$ cat src/rtl/glb_packet_streamer_if.sv
// GLB read port and GIN packet handshake bundle.
// master drives SRAM requests and packets; slave is the SRAM/GIN side.
interface glb_packet_streamer_if #(
  parameter int BITWIDTH        = 16,
  parameter int TAG_LENGTH      = 4,
  parameter int GLB_ADDR_LENGTH = 3,
  parameter int PACKET_LENGTH   = 2*TAG_LENGTH+BITWIDTH
);
  logic [GLB_ADDR_LENGTH-1:0] glb_addr;
  logic                       glb_cs;
  logic                       glb_oe;
  logic                       glb_we;
  logic [BITWIDTH-1:0]        glb_rdata;
  logic                       gin_enable;
  logic                       gin_ready;
  logic [PACKET_LENGTH-1:0]   data_packet;

  modport master (
    output glb_addr, glb_cs, glb_oe, glb_we,
    input  glb_rdata,
    output gin_enable, data_packet,
    input  gin_ready
  );

  modport slave (
    input  glb_addr, glb_cs, glb_oe, glb_we,
    output glb_rdata,
    input  gin_enable, data_packet,
    output gin_ready
  );
endinterface

$ cat src/rtl/glb_packet_streamer.sv
// Reads a run of GLB words, tags each with row/col tags
// and streams them to a GIN under a valid/ready handshake.
module glb_packet_streamer #(
  parameter int BITWIDTH        = 16,
  parameter int TAG_LENGTH      = 4,
  parameter int GLB_ADDR_LENGTH = 3,
  parameter int PACKET_LENGTH   = 2*TAG_LENGTH+BITWIDTH
) (
  input  logic                       clk,
  input  logic                       rstb,
  input  logic                       start,
  input  logic [GLB_ADDR_LENGTH-1:0] base_addr,
  input  logic [GLB_ADDR_LENGTH:0]   length,
  input  logic [TAG_LENGTH-1:0]      row_tag_init,
  input  logic [TAG_LENGTH-1:0]      col_tag_init,
  input  logic [TAG_LENGTH-1:0]      col_count,
  output logic                       busy,
  output logic                       done,
  glb_packet_streamer_if.master      bus
);

  typedef enum logic [2:0] {
    IDLE, REQ, CAPT, SEND, DONE
  } state_e;

  localparam int AW = GLB_ADDR_LENGTH;
  localparam int TW = TAG_LENGTH;

  state_e state_q, state_d;

  logic [AW-1:0] addr_q, addr_d;
  logic [AW:0]   rem_q, rem_d;
  logic [TW-1:0] row_q, row_d;
  logic [TW-1:0] col_q, col_d;
  logic [TW-1:0] idx_q, idx_d;
  logic [TW-1:0] coli_q, coli_d;
  logic [TW-1:0] cc_q, cc_d;

  logic                     busy_q, busy_d;
  logic                     done_q, done_d;
  logic                     cs_q, cs_d;
  logic                     gin_q, gin_d;
  logic [AW-1:0]            gaddr_q, gaddr_d;
  logic [PACKET_LENGTH-1:0] pkt_q, pkt_d;

  logic launch;
  logic xfer;
  logic row_wrap;

  assign launch   = (state_q == IDLE) && start;
  assign xfer     = (state_q == SEND) && bus.gin_ready;
  assign row_wrap = (cc_q != '0) && (idx_q == cc_q - TW'(1));

  // FSM state register
  always_ff @(posedge clk) begin
    if (!rstb) state_q <= IDLE;
    else       state_q <= state_d;
  end

  // FSM next-state logic
  always_comb begin
    state_d = state_q;
    unique case (state_q)
      IDLE: begin
        if (start) state_d = (length == '0) ? DONE : REQ;
      end
      REQ:  state_d = CAPT;
      CAPT: state_d = SEND;
      SEND: begin
        if (bus.gin_ready)
          state_d = (rem_q == (AW+1)'(1)) ? DONE : REQ;
      end
      DONE:    state_d = IDLE;
      default: state_d = IDLE;
    endcase
  end

  // run context: latched command plus address/count/tag walk
  always_comb begin
    addr_d = addr_q;
    rem_d  = rem_q;
    row_d  = row_q;
    col_d  = col_q;
    idx_d  = idx_q;
    coli_d = coli_q;
    cc_d   = cc_q;
    unique case (1'b1)
      launch: begin
        addr_d = base_addr;
        rem_d  = length;
        row_d  = row_tag_init;
        col_d  = col_tag_init;
        idx_d  = '0;
        coli_d = col_tag_init;
        cc_d   = col_count;
      end
      xfer: begin
        addr_d = addr_q + AW'(1);
        rem_d  = rem_q - (AW+1)'(1);
        if (row_wrap) begin
          idx_d = '0;
          col_d = coli_q;
          row_d = row_q + TW'(1);
        end else begin
          idx_d = idx_q + TW'(1);
          col_d = col_q + TW'(1);
        end
      end
      default: ;
    endcase
  end

  // run context registers
  always_ff @(posedge clk) begin
    if (!rstb) begin
      addr_q <= '0;
      rem_q  <= '0;
      row_q  <= '0;
      col_q  <= '0;
      idx_q  <= '0;
      coli_q <= '0;
      cc_q   <= '0;
    end else begin
      addr_q <= addr_d;
      rem_q  <= rem_d;
      row_q  <= row_d;
      col_q  <= col_d;
      idx_q  <= idx_d;
      coli_q <= coli_d;
      cc_q   <= cc_d;
    end
  end

  // output decode from next state, so every output is a flop
  always_comb begin
    busy_d  = (state_d != IDLE);
    done_d  = (state_d == DONE);
    cs_d    = (state_d == REQ);
    gin_d   = (state_d == SEND);
    gaddr_d = (state_d == REQ) ? addr_d : gaddr_q;
    pkt_d   = pkt_q;
    if (state_q == CAPT) pkt_d = {row_q, col_q, bus.glb_rdata};
  end

  // output registers
  always_ff @(posedge clk) begin
    if (!rstb) begin
      busy_q  <= 1'b0;
      done_q  <= 1'b0;
      cs_q    <= 1'b0;
      gin_q   <= 1'b0;
      gaddr_q <= '0;
      pkt_q   <= '0;
    end else begin
      busy_q  <= busy_d;
      done_q  <= done_d;
      cs_q    <= cs_d;
      gin_q   <= gin_d;
      gaddr_q <= gaddr_d;
      pkt_q   <= pkt_d;
    end
  end

  assign busy            = busy_q;
  assign done            = done_q;
  assign bus.glb_addr    = gaddr_q;
  assign bus.glb_cs      = cs_q;
  assign bus.glb_oe      = cs_q;
  assign bus.glb_we      = 1'b0;
  assign bus.gin_enable  = gin_q;
  assign bus.data_packet = pkt_q;

endmodule

$ cat src/flat_wrapper.sv
// flat-port wrapper written by rule: the top's interface ports become plain ports
module glb_packet_streamer_flat 
#(
  parameter int BITWIDTH        = 16,
  parameter int TAG_LENGTH      = 4,
  parameter int GLB_ADDR_LENGTH = 3,
  parameter int PACKET_LENGTH   = 2*TAG_LENGTH+BITWIDTH
)
  (clk, rstb, start, base_addr, length, row_tag_init, col_tag_init, col_count, busy, done, bus_glb_addr, bus_glb_cs, bus_glb_oe, bus_glb_we, bus_glb_rdata, bus_gin_enable, bus_data_packet, bus_gin_ready);
  glb_packet_streamer_if #(.BITWIDTH(BITWIDTH), .TAG_LENGTH(TAG_LENGTH), .GLB_ADDR_LENGTH(GLB_ADDR_LENGTH), .PACKET_LENGTH(PACKET_LENGTH)) bus_i ();
  input  logic clk;
  input  logic rstb;
  input  logic start;
  input  logic [GLB_ADDR_LENGTH-1:0] base_addr;
  input  logic [GLB_ADDR_LENGTH:0] length;
  input  logic [TAG_LENGTH-1:0] row_tag_init;
  input  logic [TAG_LENGTH-1:0] col_tag_init;
  input  logic [TAG_LENGTH-1:0] col_count;
  output logic busy;
  output logic done;
  output wire logic [$bits(bus_i.glb_addr)-1:0] bus_glb_addr;
  output wire logic [$bits(bus_i.glb_cs)-1:0] bus_glb_cs;
  output wire logic [$bits(bus_i.glb_oe)-1:0] bus_glb_oe;
  output wire logic [$bits(bus_i.glb_we)-1:0] bus_glb_we;
  input wire logic [$bits(bus_i.glb_rdata)-1:0] bus_glb_rdata;
  output wire logic [$bits(bus_i.gin_enable)-1:0] bus_gin_enable;
  output wire logic [$bits(bus_i.data_packet)-1:0] bus_data_packet;
  input wire logic [$bits(bus_i.gin_ready)-1:0] bus_gin_ready;
  assign bus_glb_addr = bus_i.glb_addr;
  assign bus_glb_cs = bus_i.glb_cs;
  assign bus_glb_oe = bus_i.glb_oe;
  assign bus_glb_we = bus_i.glb_we;
  assign bus_i.glb_rdata = bus_glb_rdata;
  assign bus_gin_enable = bus_i.gin_enable;
  assign bus_data_packet = bus_i.data_packet;
  assign bus_i.gin_ready = bus_gin_ready;
  glb_packet_streamer #(.BITWIDTH(BITWIDTH), .TAG_LENGTH(TAG_LENGTH), .GLB_ADDR_LENGTH(GLB_ADDR_LENGTH), .PACKET_LENGTH(PACKET_LENGTH)) u_core (.clk(clk), .rstb(rstb), .start(start), .base_addr(base_addr), .length(length), .row_tag_init(row_tag_init), .col_tag_init(col_tag_init), .col_count(col_count), .busy(busy), .done(done), .bus(bus_i));
endmodule
$ cat config.mk
export PLATFORM = sky130hd
export DESIGN_NAME = glb_packet_streamer_flat
export DESIGN_NICKNAME = d
export VERILOG_FILES = /design/src/rtl/glb_packet_streamer_if.sv /design/src/rtl/glb_packet_streamer.sv /design/src/flat_wrapper.sv
export SDC_FILE = /design/constraint.sdc
export NUM_CORES = 1
export LEC_CHECK = 0
export CORE_ASPECT_RATIO = 2
export CORE_MARGIN = 3
export CORE_UTILIZATION = 48
export CTS_BUF_LIST = sky130_fd_sc_hd__clkbuf_8 sky130_fd_sc_hd__clkbuf_16
export DETAILED_ROUTE_END_ITERATION = 8
export PLACE_DENSITY = 0.79
export SLEW_MARGIN = 20
export SYNTH_ARGS = -nofsm -noshare
export SYNTH_HDL_FRONTEND = slang
export SYNTH_SLANG_ARGS = --single-unit
$ cat constraint.sdc
create_clock -name clk -period 2.5 [get_ports clk]
set_clock_uncertainty 0.15 [all_clocks]
set_input_delay 0.625 -clock clk [delete_from_list [all_inputs] [get_ports clk]]
set_output_delay 0.625 -clock clk [all_outputs]
set_load 0.05 [all_outputs]
==> flow_metrics.py, run 1 <==
metrics = {
    "route": {
        "drt_pass1_iterations": 5,
        "routed_via_density": 5.354,
        "post_drt_wl_per_cell_um": 13.27,
        "finalWirelength_um": 6118,
        "detail-route-antenna-nets": 0,
        "drc_errors": 0,
        "drtIter0Drc": 107,
        "via_count": 2468,
    },
    "power_and_ir_drop": {
        "cellLeakagePower_nw": 1.354,
        "powerDensity_mw_per_mm2": 653.7,
        "ir_drop_v": 0.0007000,
        "total_power_mw": 2.373,
    },
    "clocking": {
        "post_cts_buffers": 0,
        "insertion_delay_ns": 0.34,
        "tritoncts": "yes",
        "cts_buffers": 9,
        "htree_num_levels": 3,
        "cts.sinks": 61,
        "cts_root_buffer": "clkbuf_8",
        "post_cts_resized": 0,
        "cts_max_path_buffers": 2,
        "holdBufCountCts": 0,
        "clk_pin_slew_ns": 0.07,
    },
    "grt": {
        "grt_use_total_pct": 20.31,
        "grt_pass1_vias": 2462,
        "grt_max_degree": 26,
        "grt_pass1_wl_um": 10520,
        "grt_remaining_overflow": 0,
        "antenna_found_initial": 0,
    },
    "yosys": {
        "ys.warnings.count": 0,
        "synthCells": 325,
        "synth.top_cell.area_share_pct": 45.59,
        "synth-edff-count": 0,
        "post_synth.cell_area_avg_sq_um": 8.243,
        "synth_area_sq_mm": 0.002679,
        "synth_top_flop_cell": "dfxtp_1",
        "yosysTopAreaCell": "dfxtp_1",
        "syn-num-nets": 371,
        "synth-seq-cells": 61,
        "yosys-top-cells-area": "dfxtp_1, nand2_1, a21oi_1",
        "seq_area_frac_synth_pct": 45.59,
        "synth-async-reset-ratio_pct": 0,
        "yosysUniqueCellTypes": 55,
    },
    "setup_path": {
        "crit_path_top_delay_cell": "clkdlybuf4s50_1",
        "cp.depth": 1,
        "reg2reg_from": "u_core.cc_q[0]",
        "slowest_delay_ns": 0.81,
        "path_max_fanout": 2,
        "end_kind": "output port",
        "r2r_slack_ns": 0.39,
        "crit_buf_inv": 1,
        "crit_family": "buffers and inverters",
        "crit_end": "bus_data_packet[23]",
        "cp-start-kind": "flip-flop",
        "worst_r2r_path_depth": 8,
        "worstPathRequired_ns": 1.73,
        "crit_type": "reg2out",
        "startpoint": "u_core.bus.data_packet[23]",
        "cp_data_arrival_time_ns": 1.49,
        "reg2reg_to": "u_core.col_q[0]",
        "path_cells": "clkdlybuf4s50_1",
    },
    "min_path": {
        "holdCritPathClass": "reg2reg",
    },
    "die": {
        "ioPinCount": 72,
        "coreArea_sq_mm": 0.005278,
        "start_util_pct": 50.76,
        "rows": 37,
        "die_h_um": 111.7,
        "die_w_um": 58.83,
        "dieArea_sq_mm": 0.006568,
    },
    "layout": {
        "layout_commonest_cell": "nand2_1",
        "syn2layout_area_growth_pct": 35.54,
        "nets": 444,
        "final_cell_mix": "nand2_1, clkdlybuf4s50_1, dfxtp_1",
        "multi_input_area_sq_mm": 0.001311,
        "ff_latch_area_sq_mm": 0.001221,
        "drive_above_1_share_pct": 10.17,
        "antennaDiodeCount": 0,
        "n_fill_cell": 456,
        "fin_area_sq_mm": 0.003631,
        "fin_cells": 461,
    },
    "job": {
        "cap_violations": 0,
    },
    "sta": {
        "relSlewSlack_pct": 44.44,
        "worst_pin_slew_ns": 0.8334,
        "timing.fmax_ghz": 0.4422,
        "rsz0062_at_grt": "false",
        "hold_viol": 0,
        "fin_crit_ns": 2.261,
        "final.setup.tns_ns": 0,
        "post-route-period-util_pct": 90.45,
        "finalSetupViolCount": 0,
        "fin_ws_ns": 0.2388,
        "drv_slew": 0,
    },
    "placement": {
        "place_inst": 445,
        "place_congestion": 0.8117,
        "dp_slack_ns": -0.03842,
        "port-buffer-count": 70,
        "hpwl_um": 4547,
        "placed_area_sq_mm": 0.003465,
    },
    "status": {
        "status": "complete, no violations",
    },
}
==> state kept, by name, indices dropped and copies added, names as in the netlist <==
name	flops
u_core.col_q	4
u_core.busy	1
u_core.state_q	3
u_core.rem_q	4
u_core.done	1
u_core.bus.glb_addr	3
u_core.cc_q	4
u_core.bus.gin_enable	1
u_core.addr_q	3
u_core.coli_q	4
u_core.bus.glb_cs	1
u_core.idx_q	4
u_core.bus.data_packet	24
u_core.row_q	4
==> stage by stage <==
step | util, % | hold WS [ns]
finish | 68.80 | 0.3030
global route | 68.80 | 0.3211
CTS | 68.80 | 0.3056
detailed placement | 65.65 | 0.2958
global placement | 65.65 | 0.2916
floorplan | - | 0.2860
==> metal layers <==
layer  track usage [%]  up-vias  wire length, um
met5                 0        -                0
met4             10.14        0              151
met3             5.220       12              325
met2             35.97       63             3339
met1             21.01     1129             2302
li1                  -     1264                -
==> cell type report <==
cell class,instances,share of cell area [%]
clock inverter,7,1.172
multi-input combinational,232,36.11
inverter,9,0.9304
timing repair buffer,85,22.74
sequential,61,33.63
tap,58,1.999
clock buffer,9,3.411
==> where the power goes <==
group | internal [mW] | switching [mW] | leakage, nW
registers | 1.04 | 0.0511 | 0.498
logic | 0.231 | 0.313 | 0.776
clock network | 0.350 | 0.387 | 0.0808
==> how the worst min path moves through the flow <==
stage                               start                         end  slack (ns)  cells past startpoint
5_1_grt        u_core.bus.data_packet[16]  u_core.bus.data_packet[16]        0.32                      2
3_3_place_gp   u_core.bus.data_packet[19]  u_core.bus.data_packet[19]        0.29                      2
3_5_place_dp   u_core.bus.data_packet[19]  u_core.bus.data_packet[19]        0.30                      2
2_1_floorplan            u_core.coli_q[0]            u_core.coli_q[0]        0.29                      2
6_report       u_core.bus.data_packet[19]  u_core.bus.data_packet[19]        0.30                      2
4_1_cts        u_core.bus.data_packet[17]  u_core.bus.data_packet[17]        0.31                      2
==> logic make-up after synthesis <==
| logic type | share of synthesized area [%] |
|---|---|
| fa+ha+maj | 3.269 |
| simple gates | 23.91 |
| buf+inv | 5.465 |
| mux | 1.495 |
| compound gates | 16.86 |
| xor+xnor | 3.269 |
| other cells | 0.1400 |
| flops | 45.59 |
==> cell usage after synthesis (4+ instances only) <==
library cell   n
clkbuf_1      13
xnor2_1        6
inv_1          8
dfxtp_1       61
buf_2          6
a21oi_1       39
mux2i_1        4
ha_1           7
nand2_1       87
xor2_1         4
a221oi_1       4
nand3_1        7
nor2_1        16
nor3_1         4
(Power assumes the default switching activity.)
==> inputs of run 2 (changes only) <==
Settings changed: RECOVER_POWER set to 100.
==> run 2 against run 1 <==
Register-to-register slack about the same. Largest cell class unchanged. Critical path type unchanged. Clock power about the same. Combinational power down 3%. Maximum frequency down 2.9%. Highest routed layer unchanged. Utilization down 0.24 points. Sequential power about the same.
==> flow_metrics.py, run 2 (same netlist as run 1, synthesis figures left out) <==
metrics = {
    "clocking": {
        "clk_pin_slew_ns": 0.07,
        "tritoncts": "yes",
        "cts_root_buffer": "clkbuf_8",
        "htree_num_levels": 3,
        "post_cts_buffers": 0,
        "holdBufCountCts": 0,
        "insertion_delay_ns": 0.34,
        "cts_buffers": 9,
        "post_cts_resized": 0,
        "cts_max_path_buffers": 2,
        "cts.sinks": 61,
    },
    "route": {
        "post_drt_wl_per_cell_um": 13.18,
        "drc_errors": 0,
        "detail-route-antenna-nets": 0,
        "finalWirelength_um": 6077,
        "via_count": 2474,
        "routed_via_density": 5.367,
        "drtIter0Drc": 122,
        "drt_pass1_iterations": 4,
    },
    "grt": {
        "antenna_found_initial": 0,
        "grt_use_total_pct": 20.31,
        "grt_pass1_wl_um": 10520,
        "grt_max_degree": 26,
        "grt_remaining_overflow": 0,
        "grt_pass1_vias": 2462,
    },
    "setup_path": {
        "cp_data_arrival_time_ns": 1.55,
        "path_max_fanout": 2,
        "end_kind": "output port",
        "path_cells": "dlygate4sd3_1",
        "reg2reg_to": "u_core.col_q[0]",
        "crit_end": "bus_data_packet[14]",
        "crit_path_top_delay_cell": "dlygate4sd3_1",
        "startpoint": "u_core.bus.data_packet[14]",
        "crit_family": "buffers and inverters",
        "crit_buf_inv": 1,
        "worstPathRequired_ns": 1.73,
        "worst_r2r_path_depth": 8,
        "crit_type": "reg2out",
        "reg2reg_from": "u_core.cc_q[0]",
        "cp.depth": 1,
        "cp-start-kind": "flip-flop",
        "slowest_delay_ns": 0.87,
        "r2r_slack_ns": 0.38,
    },
    "job": {
        "cap_violations": 0,
    },
    "power_and_ir_drop": {
        "ir_drop_v": 0.0006964,
        "cellLeakagePower_nw": 1.449,
        "powerDensity_mw_per_mm2": 650.8,
    },
    "sta": {
        "rsz0062_at_grt": "false",
        "post-route-period-util_pct": 93.10,
        "hold_viol": 0,
        "drv_slew": 0,
        "relSlewSlack_pct": 44.12,
        "worst_pin_slew_ns": 0.8383,
        "finalSetupViolCount": 0,
        "timing.fmax_ghz": 0.4296,
        "fin_crit_ns": 2.328,
    },
    "placement": {
        "hpwl_um": 4547,
        "port-buffer-count": 70,
        "placed_area_sq_mm": 0.003465,
        "place_congestion": 0.8117,
    },
    "layout": {
        "nets": 444,
        "fin_area_sq_mm": 0.003618,
        "final_cell_mix": "nand2_1, dfxtp_1, a21oi_1",
        "largest_reg_flops": 24,
        "syn2layout_area_growth_pct": 35.08,
        "final_core_util_pct": 68.56,
        "ff_latch_area_sq_mm": 0.001221,
        "antennaDiodeCount": 0,
        "multi_input_area_sq_mm": 0.001305,
        "layout_commonest_cell": "nand2_1",
        "drive_above_1_share_pct": 9.677,
        "n_fill_cell": 459,
    },
    "die": {
        "die_w_um": 58.83,
        "die_h_um": 111.7,
        "rows": 37,
        "ioPinCount": 72,
        "start_util_pct": 50.76,
        "dieArea_sq_mm": 0.006568,
        "coreArea_sq_mm": 0.005278,
    },
    "min_path": {
        "holdCritPathClass": "reg2reg",
    },
    "status": {
        "status": "complete, no violations",
    },
}
[run 2: cell types whose count changed in the layout (fill, tap and decap cells not counted), sizes merged]
cell / change
clkdlybuf4s50: -33
dlygate4sd3: +33
buf: -3
clkbuf: +3
[run 2: cell type report]
type | instances | share of cell area [%]
inverters | 9 | 0.9336
clock inverters | 7 | 1.176
repair buffers | 85 | 22.65
well taps | 58 | 2.006
clock buffers | 9 | 3.423
multi-input cells | 232 | 36.06
flip-flops and latches | 61 | 33.75
[run 2: how the worst min path moves through the flow]
stage                                       endpoint                        from  depth (start not counted)
final                     u_core.bus.data_packet[19]  u_core.bus.data_packet[19]                          2
after global routing      u_core.bus.data_packet[16]  u_core.bus.data_packet[16]                          2
after CTS                 u_core.bus.data_packet[17]  u_core.bus.data_packet[17]                          2
after detailed placement  u_core.bus.data_packet[19]  u_core.bus.data_packet[19]                          2
after global placement    u_core.bus.data_packet[19]  u_core.bus.data_packet[19]                          2
after floorplan                     u_core.coli_q[0]            u_core.coli_q[0]                          2
[run 2: through the flow]
| step | TNS [ns] | setup WS [ns] | cells | hold WS (ns) | total power, mW |
|---|---|---|---|---|---|
| 5_1_grt | 0 | 0.09455 | 461 | 0.3185 | 2.481 |
| 2_1_floorplan | 0 | 0.4441 | 325 | 0.2860 | 1.459 |
| 4_1_cts | 0 | 0.2046 | 461 | 0.3056 | 2.404 |
| 3_3_place_gp | -0.01557 | -0.01557 | 445 | 0.2916 | 1.649 |
| 6_report | 0 | 0.1724 | 461 | 0.2998 | 2.355 |
| 3_5_place_dp | -0.06155 | -0.03842 | 445 | 0.2958 | 1.662 |
[run 2: power breakdown]
part	total [mW]	internal, mW	switching [mW]
registers	1.09	1.04	0.0490
clock network	0.737	0.350	0.387
logic	0.528	0.216	0.313
[run 2: metal layers]
layer  wire, um  up-vias  GRT usage [%]
li1           -     1265              -
met1       2282     1127          21.01
met2       3295       70          35.97
met3        350       12          5.220
met4        149        0          10.14
met5          0        -              0
==> inputs of run 3 (changes only) <==
Settings changed: CORE_UTILIZATION 48 to 50, PLACE_DENSITY 0.79 to 0.82.
Clock period 2.5 ns to 2.73 ns, I/O delays scaled along.
==> run 3 against run 2 <==
Non-clock buffer count shrank 3. Combinational power shrank 11%. Flip-flop and latch count is the same. Sequential share of layout area shrank 0.14 points. Count of clock-buffer cells in the layout grew 2. Register-to-register slack gained 0.07 ns. Worst hold slack is essentially flat. Largest power group unchanged. Wire length grew 6.0%. Die area shrank 3.7%. Utilization grew 1.5 points. Final area grew 0.41%.
==> flow_metrics.py, run 3 (same netlist as run 1, synthesis figures left out) <==
metrics = {
    "status": {
        "status": "complete, no violations",
    },
    "grt": {
        "grt_remaining_overflow": 0,
        "grt_pass1_wl_um": 10590,
        "grt_pass1_vias": 2366,
        "antenna_found_initial": 0,
        "grt_max_degree": 33,
        "grt_use_total_pct": 21.81,
    },
    "setup_path": {
        "end_kind": "flip-flop",
        "worstPathRequired_ns": 2.81,
        "path_max_fanout": 6,
        "crit_buf_inv": 2,
        "crit_path_top_delay_cell": "clkdlybuf4s50_1",
        "crit_type": "in2reg",
        "path_cells": "clkdlybuf4s50_1 -> nor4b_1 -> nor2_2 -> clkbuf_1 -> a221o_1 -> mux2i_1 -> nor2_1",
        "cp-start-kind": "input pin",
        "slowest_delay_ns": 0.50,
        "cp_data_arrival_time_ns": 2.47,
        "crit_family": "buffers and inverters",
    },
    "clocking": {
        "insertion_delay_ns": 0.34,
        "tritoncts": "yes",
        "htree_num_levels": 3,
        "post_cts_resized": 0,
        "holdBufCountCts": 0,
        "post_cts_buffers": 0,
        "cts_buffers": 9,
        "cts_root_buffer": "clkbuf_8",
        "clk_pin_slew_ns": 0.07,
        "cts.sinks": 61,
        "cts_max_path_buffers": 2,
    },
    "die": {
        "die_h_um": 109.5,
        "dieArea_sq_mm": 0.006325,
        "coreArea_sq_mm": 0.005185,
        "ioPinCount": 72,
        "rows": 37,
        "die_w_um": 57.76,
        "start_util_pct": 51.67,
    },
    "placement": {
        "placed_area_sq_mm": 0.003430,
        "dp_slack_ns": 0.1164,
        "hpwl_um": 4576,
        "place_congestion": 0.8057,
        "port-buffer-count": 70,
    },
    "power_and_ir_drop": {
        "p_sw_mw": 0.6787,
        "cellLeakagePower_nw": 1.459,
        "power.share.combinational_pct": 19.9,
        "ir_drop_v": 0.0005289,
        "switching_share_pct": 28.60,
        "pwr-share-clk_pct": 38.0,
        "total_power_mw": 2.373,
        "powerDensity_mw_per_mm2": 653.0,
        "p_int_mw": 1.694,
        "seq_power_share_pct": 42.1,
    },
    "route": {
        "drtIter0Drc": 120,
        "drc_errors": 0,
        "routed_via_density": 5.356,
        "via_count": 2453,
        "drt_pass1_iterations": 4,
        "post_drt_wl_per_cell_um": 14.06,
        "finalWirelength_um": 6440,
        "detail-route-antenna-nets": 0,
    },
    "layout": {
        "antennaDiodeCount": 0,
        "multi_input_area_sq_mm": 0.001296,
        "final_core_util_pct": 70.08,
        "nets": 441,
        "largest_reg_flops": 24,
        "layout_commonest_cell": "nand2_1",
        "fin_area_sq_mm": 0.003633,
        "drive_above_1_share_pct": 7.750,
        "n_fill_cell": 421,
        "syn2layout_area_growth_pct": 35.64,
        "ff_latch_area_sq_mm": 0.001221,
        "final_cell_mix": "nand2_1, dfxtp_1, a21oi_1",
    },
    "sta": {
        "post-route-period-util_pct": 87.63,
        "relSlewSlack_pct": 43.07,
        "hold_viol": 0,
        "fin_crit_ns": 2.392,
        "worst_pin_slew_ns": 0.8539,
        "fin_ws_ns": 0.3377,
        "timing.fmax_ghz": 0.4180,
        "drv_slew": 0,
        "final.setup.tns_ns": 0,
        "finalSetupViolCount": 0,
        "rsz0062_at_grt": "false",
    },
    "min_path": {
        "holdCritPathClass": "reg2reg",
    },
    "job": {
        "cap_violations": 0,
    },
}
run 3: cell types whose count changed in the layout (fill, tap and decap cells not counted), sizes merged:
cell      change
inv           +2
clkbuf        +1
bufinv        +2
clkinvlp      -2
clkinv        -4
buf           -2
run 3: area by class of cell:
cell class | instances | share of cell area [%]
Clock buffer | 11 | 4.167
Clock inverter | 5 | 2.066
Inverter | 9 | 0.9298
Multi-Input combinational cell | 232 | 35.67
Sequential cell | 61 | 33.61
Tap cell | 58 | 1.997
Timing Repair Buffer | 82 | 21.56
run 3: worst min-delay path, stage by stage, from the launching register on:
cell and delay [ns]:
dfxtp_1 0.31, nand2_1 0.05, a21oi_1 0.05
run 3: worst paths after layout:
path | from | to | slack (ns) | cells after the start
setup / recovery | start | u_core.bus.glb_addr[0] | 0.34 | 7
hold / removal | u_core.bus.data_packet[22] | u_core.bus.data_packet[22] | 0.30 | 2
setup reg to reg | u_core.cc_q[0] | u_core.col_q[0] | 0.45 | 8
hold reg to reg | u_core.bus.data_packet[22] | u_core.bus.data_packet[22] | 0.30 | 2
run 3: per-layer routing:
layer	part of all wire (%)	up-vias	wire length, um	global-route usage [%]
li1	-	1244	-	-
met5	0	-	0	0
met1	38	1123	2424	21.59
met2	55	73	3524	39.89
met4	2.7	0	173	14.43
met3	4.9	13	318	3.995
run 3: power by group through the flow:
stage               clock (mW)  sequential (mW)  combinational [mW]
floorplan                    0             1.11               0.224
global placement             0             1.02               0.481
detailed placement           0             1.02               0.489
CTS                      0.917             1.00               0.493
global route             0.945             1.01               0.515
finish                   0.902            0.999               0.472
run 3: through the flow:
step / instances / hold slack, ns
after floorplan: 325 / 0.2860
after global placement: 442 / 0.2918
final: 458 / 0.2994
after CTS: 458 / 0.3049
after global routing: 458 / 0.3214
after detailed placement: 442 / 0.2958
==> RTL change 1: new RTL, config.mk and constraints of run 1 <==
`BITWIDTH` is set to 16 in 3 places; all go to 20.
--- a/src/rtl/glb_packet_streamer_if.sv
+++ b/src/rtl/glb_packet_streamer_if.sv
@@ -3,3 +3,3 @@
 interface glb_packet_streamer_if #(
-  parameter int BITWIDTH        = 16,
+  parameter int BITWIDTH        = 20,
   parameter int TAG_LENGTH      = 4,
--- a/src/rtl/glb_packet_streamer.sv
+++ b/src/rtl/glb_packet_streamer.sv
@@ -3,3 +3,3 @@
 module glb_packet_streamer #(
-  parameter int BITWIDTH        = 16,
+  parameter int BITWIDTH        = 20,
   parameter int TAG_LENGTH      = 4,
--- a/src/flat_wrapper.sv
+++ b/src/flat_wrapper.sv
@@ -3,3 +3,3 @@
 #(
-  parameter int BITWIDTH        = 16,
+  parameter int BITWIDTH        = 20,
   parameter int TAG_LENGTH      = 4,
Interface: changed (resized bus_data_packet and bus_glb_rdata); port bits go from 72 to 80. No check against the original RTL was run, so the function may have changed too.
==> RTL change 1 against run 1 <==
  * Critical path depth unchanged
  * Synthesized cell count up 3.4%
  * Cell area up 11%
  * Wire length up 12%
  * Register-to-register slack worse by 0.11 ns
  * Sequential cell count up 4
  * Setup slack better by 0.0087 ns
  * Synthesized area up 6.3%
  * Via count up 6.9%
  * Total power up 30%
==> RTL change 1: results (changes against run 1) <==
| Metric | Value |
|---|---|
| Post-Synth XOR/XNOR Area | 2.77% (-0.50 points) |
| GP Congestion | 0.793 (-2.3%) |
| Worst-margin pin slew | 0.532 ns (-0.302 ns) |
| First-pass GRT wire length | 11.4 mm (+7.9%) |
| Hpwl dp | 5.03 mm (+11%) |
| Leakage | 1.52 nW (+12%) |
| CTS clk-pin slew, worst paths | 0.05 ns (-0.02 ns) |
| Multiplexer share of the synthesized area | 2.11% (+0.62 points) |
| Sw frac | 26.4% (-5.3 points) |
| M3 GR Usage | 4.16% (-1.1 points) |
| Number of flip-flops in the largest register | 28 (+17%) |
| Vias post-DR | 2639 (+6.9%) |
| Drt wl/cell | 14.3 µm (+7.7%) |
| Met2 Track Usage GR | 37.8% (+1.8 points) |
| Synth area leaders | dfxtp_1, nand2_1, a21oi_1 |
| M1 GR Usage | 21.7% (+0.66 points) |
| Register area share after synthesis | 45.7% (+0.13 points) |
| Status | complete, no violations |
| Mapped Nets | 386 (+4.0%) |
| Synth Area in Compound Gates | 16.4% (-0.42 points) |
| DR pass1 iterations | 6 (+1) |
| Global-route usage over all layers | 21.6% (+1.2 points) |
| Layout cells sized above 1 | 9.07% (-1.1 points) |
| FILL cells | 458 (+0.44%) |
| Avg Cell Area, Syn | 8.47 µm² (+2.8%) |
| DP Cell Count | 464 (+4.3%) |
| Synth unique cells | 48 (-13%) |
[RTL change 1: cell count changes in the layout (fill, tap and decap cells not counted), sizes merged, moves of 3 or more]
| cell | delta |
|---|---|
| nand3 | +3 |
| nand2 | -6 |
| nor2 | +4 |
| a31oi | +3 |
| clkdlybuf4s50 | +8 |
| nor3b | +3 |
| dfxtp | +4 |
[RTL change 1: layout make-up]
cell class / count / share of cell area [%]
clock buffers: 11 / 6.29
clock inverters: 5 / 1.93
inverters: 8 / 0.748
multi-input cells: 239 / 34.5
flip-flops and latches: 65 / 32.4
well taps: 61 / 1.90
repair buffers: 91 / 22.2
[RTL change 1: worst paths after layout]
path	to	cells past startpoint	slack, ns	start
max	bus_data_packet[22]	1	0.25	u_core.bus.data_packet[22]$_SDFFE_PN0N_
max reg2reg	u_core.row_q[3]$_SDFFE_PN0P_	7	0.28	u_core.cc_q[0]$_SDFFE_PN0N_
min reg2reg	u_core.bus.data_packet[25]$_SDFFE_PN0N_	2	0.30	u_core.bus.data_packet[25]$_SDFFE_PN0N_
min	u_core.bus.data_packet[25]$_SDFFE_PN0N_	2	0.30	u_core.bus.data_packet[25]$_SDFFE_PN0N_
[RTL change 1: worst min-delay path, stage by stage (launching register included)]
cell	delay, ns
dfxtp_1	0.30
nand2_1	0.05
a21oi_1	0.05
[RTL change 1: per-stage QoR]
step	cell area, µm²	worst slack (ns)
global placement	3690	0.0417
CTS	4020	0.218
detailed placement	3690	0.00396
floorplan	2850	0.565
finish	4020	0.247
global route	4020	0.0960
[RTL change 1: layer usage]
metal | up-vias | part of all wire [%]
li1 | 1312 | -
met1 | 1223 | 36
met3 | 19 | 5.6
met4 | 0 | 3.3
met5 | - | 0
met2 | 85 | 56
[RTL change 1: cells by family after synthesis]
logic type / count (synthesis)
AOI/OAI and AO/OA: 73
xor gates and xnor gates: 9
adders and majority gates: 7
buffers and inverters: 32
DFF: 65
muxes: 6
other: 1
and+or+nand+nor: 143
[RTL change 1: power groups by stage]
stage	sequential (W)	combinational (W)	clock, W
final	0.00116	0.000567	0.00135
after global routing	0.00117	0.000616	0.00142
after CTS	0.00116	0.000572	0.00138
after detailed placement	0.00118	0.000569	0
after global placement	0.00118	0.000560	0
after floorplan	0.00128	0.000270	0
==> RTL change 2: new RTL, config.mk and constraints of run 1 <==
Made on the original files. The 5 states of `state_e` get a Gray code encoding in 3 bits.
--- a/src/rtl/glb_packet_streamer.sv
+++ b/src/rtl/glb_packet_streamer.sv
@@ -22,3 +22,3 @@
   typedef enum logic [2:0] {
-    IDLE, REQ, CAPT, SEND, DONE
+    IDLE = 3'b000, REQ = 3'b001, CAPT = 3'b011, SEND = 3'b010, DONE = 3'b110
   } state_e;
Formal check against the unedited RTL: no difference found for any inputs over 10 cycles, from zero or initial values and one cycle with rstb low; not proved beyond that.
==> RTL change 2 against run 1 <==
  * Non-clock buffer count shrank 1
  * Total power rose by 7.2%
  * Sequential cell count is the same
  * Synthesized area increased by 4.2%
  * Cell area up 3.8%
  * Via count rose by 3.0%
  * Wire length is 8.7% higher
  * Setup slack worse by 0.039 ns
==> RTL change 2: results (changes against run 1) <==
| Metric | Value |
|---|---|
| Status | complete, no violations |
| Synth Area in Compound Gates | 17.5% (+0.66 points) |
| Multiplexer share of the synthesized area | 1.08% (-0.42 points) |
| Worst R2R Path Depth | 7 (-1) |
| Leakage | 1.38 nW (+2.2%) |
| Min-Delay Endpoint | u_core.bus.data_packet[22]$_SDFFE_PN0P_ |
| Layout cells sized above 1 | 10.7% (+0.50 points) |
| Worst EP arrival | 2.43 ns (+0.94 ns) |
| Mapped Nets | 374 (+0.81%) |
| M3 GR Usage | 6.68% (+1.5 points) |
| Register area share after synthesis | 43.7% (-1.8 points) |
| Critical R2R Capture | u_core.row_q[1]$_SDFFE_PN0P_ |
| P_comb | 0.000484 W (-11%) |
| Synth cell count leaders | nand2_1, dfxtp_1, a21oi_1 |
| Die area | 6820 µm² (+3.9%) |
| Number of global-route vias before repair | 2373 (-3.6%) |
| Reg-to-reg setup timing slack | 0.20 ns (-0.19 ns) |
| M1 GR Usage | 20.8% (-0.22 points) |
| Hold wc startpoint | u_core.bus.data_packet[22]$_SDFFE_PN0P_ |
| Met2 WL | 3.59 mm (+7.4%) |
| Max incr delay on CP | 0.41 ns (-0.40 ns) |
| Hpwl dp | 4.84 mm (+6.3%) |
| Global-route usage over all layers | 20.4% (+0.060 points) |
| Gate power share | 19.0% (-3.9 points) |
| Largest net degree at the start of global routing | 27 (+3.8%) |
| Max IR drop VDD | 577 µV (-18%) |
| Sequential share of power | 42.8% (-3.2 points) |
| Synth area leaders | dfxtp_1, nand2_1, a21oi_1 |
| DP Area | 3540 µm² (+2.3%) |
| Wl on met1 | 2.53 mm (+9.8%) |
## RTL change 2: area by class of cell
cell class              instances  area, µm²
clock buffers                  10        138
clock inverters                 6       87.6
fillers                       456       1750
inverters                       8       30.0
multi-input cells             234       1400
flip-flops and latches         61       1220
well taps                      60       75.1
repair buffers                 84        818
## RTL change 2: through the flow
step	cells	worst slack, ns
2_1_floorplan	328	0.487
3_3_place_gp	447	-0.00157
3_5_place_dp	447	-0.0562
4_1_cts	463	0.203
5_1_grt	463	0.0231
6_report	463	0.200
## RTL change 2: logic make-up after synthesis
group           count (synthesis)
compound gates                 74
xor+xnor                        8
fa+ha+maj                       7
buf+inv                        33
flops                          61
mux                             3
other cells                     1
simple gates                  141
## RTL change 2: worst max-delay path by stage
stage	start	end	slack, ns	depth (start not counted)
3_5_place_dp	bus_gin_ready	u_core.bus.glb_addr[1]$_SDFFE_PN0N_	-0.06	6
4_1_cts	u_core.cc_q[0]$_SDFFE_PN0N_	u_core.row_q[1]$_SDFFE_PN0P_	0.20	7
3_3_place_gp	length[1]	u_core.bus.glb_addr[0]$_SDFFE_PN0N_	-0.002	6
5_1_grt	u_core.cc_q[0]$_SDFFE_PN0N_	u_core.row_q[1]$_SDFFE_PN0P_	0.02	7
2_1_floorplan	length[1]	u_core.bus.glb_addr[0]$_SDFFE_PN0N_	0.49	5
6_report	u_core.cc_q[0]$_SDFFE_PN0N_	u_core.row_q[1]$_SDFFE_PN0P_	0.20	7
## RTL change 2: worst register-to-register path: cells and delay by family (launching register included)
kind	cells	cell delay [ns]
flip-flops	1	0.39
AND/OR/NAND/NOR	3	0.80
adder cells (fa/ha/maj)	1	0.22
buffers and inverters	1	0.06
multiplexers	1	0.21
AO/OA/AOI/OAI	1	0.42
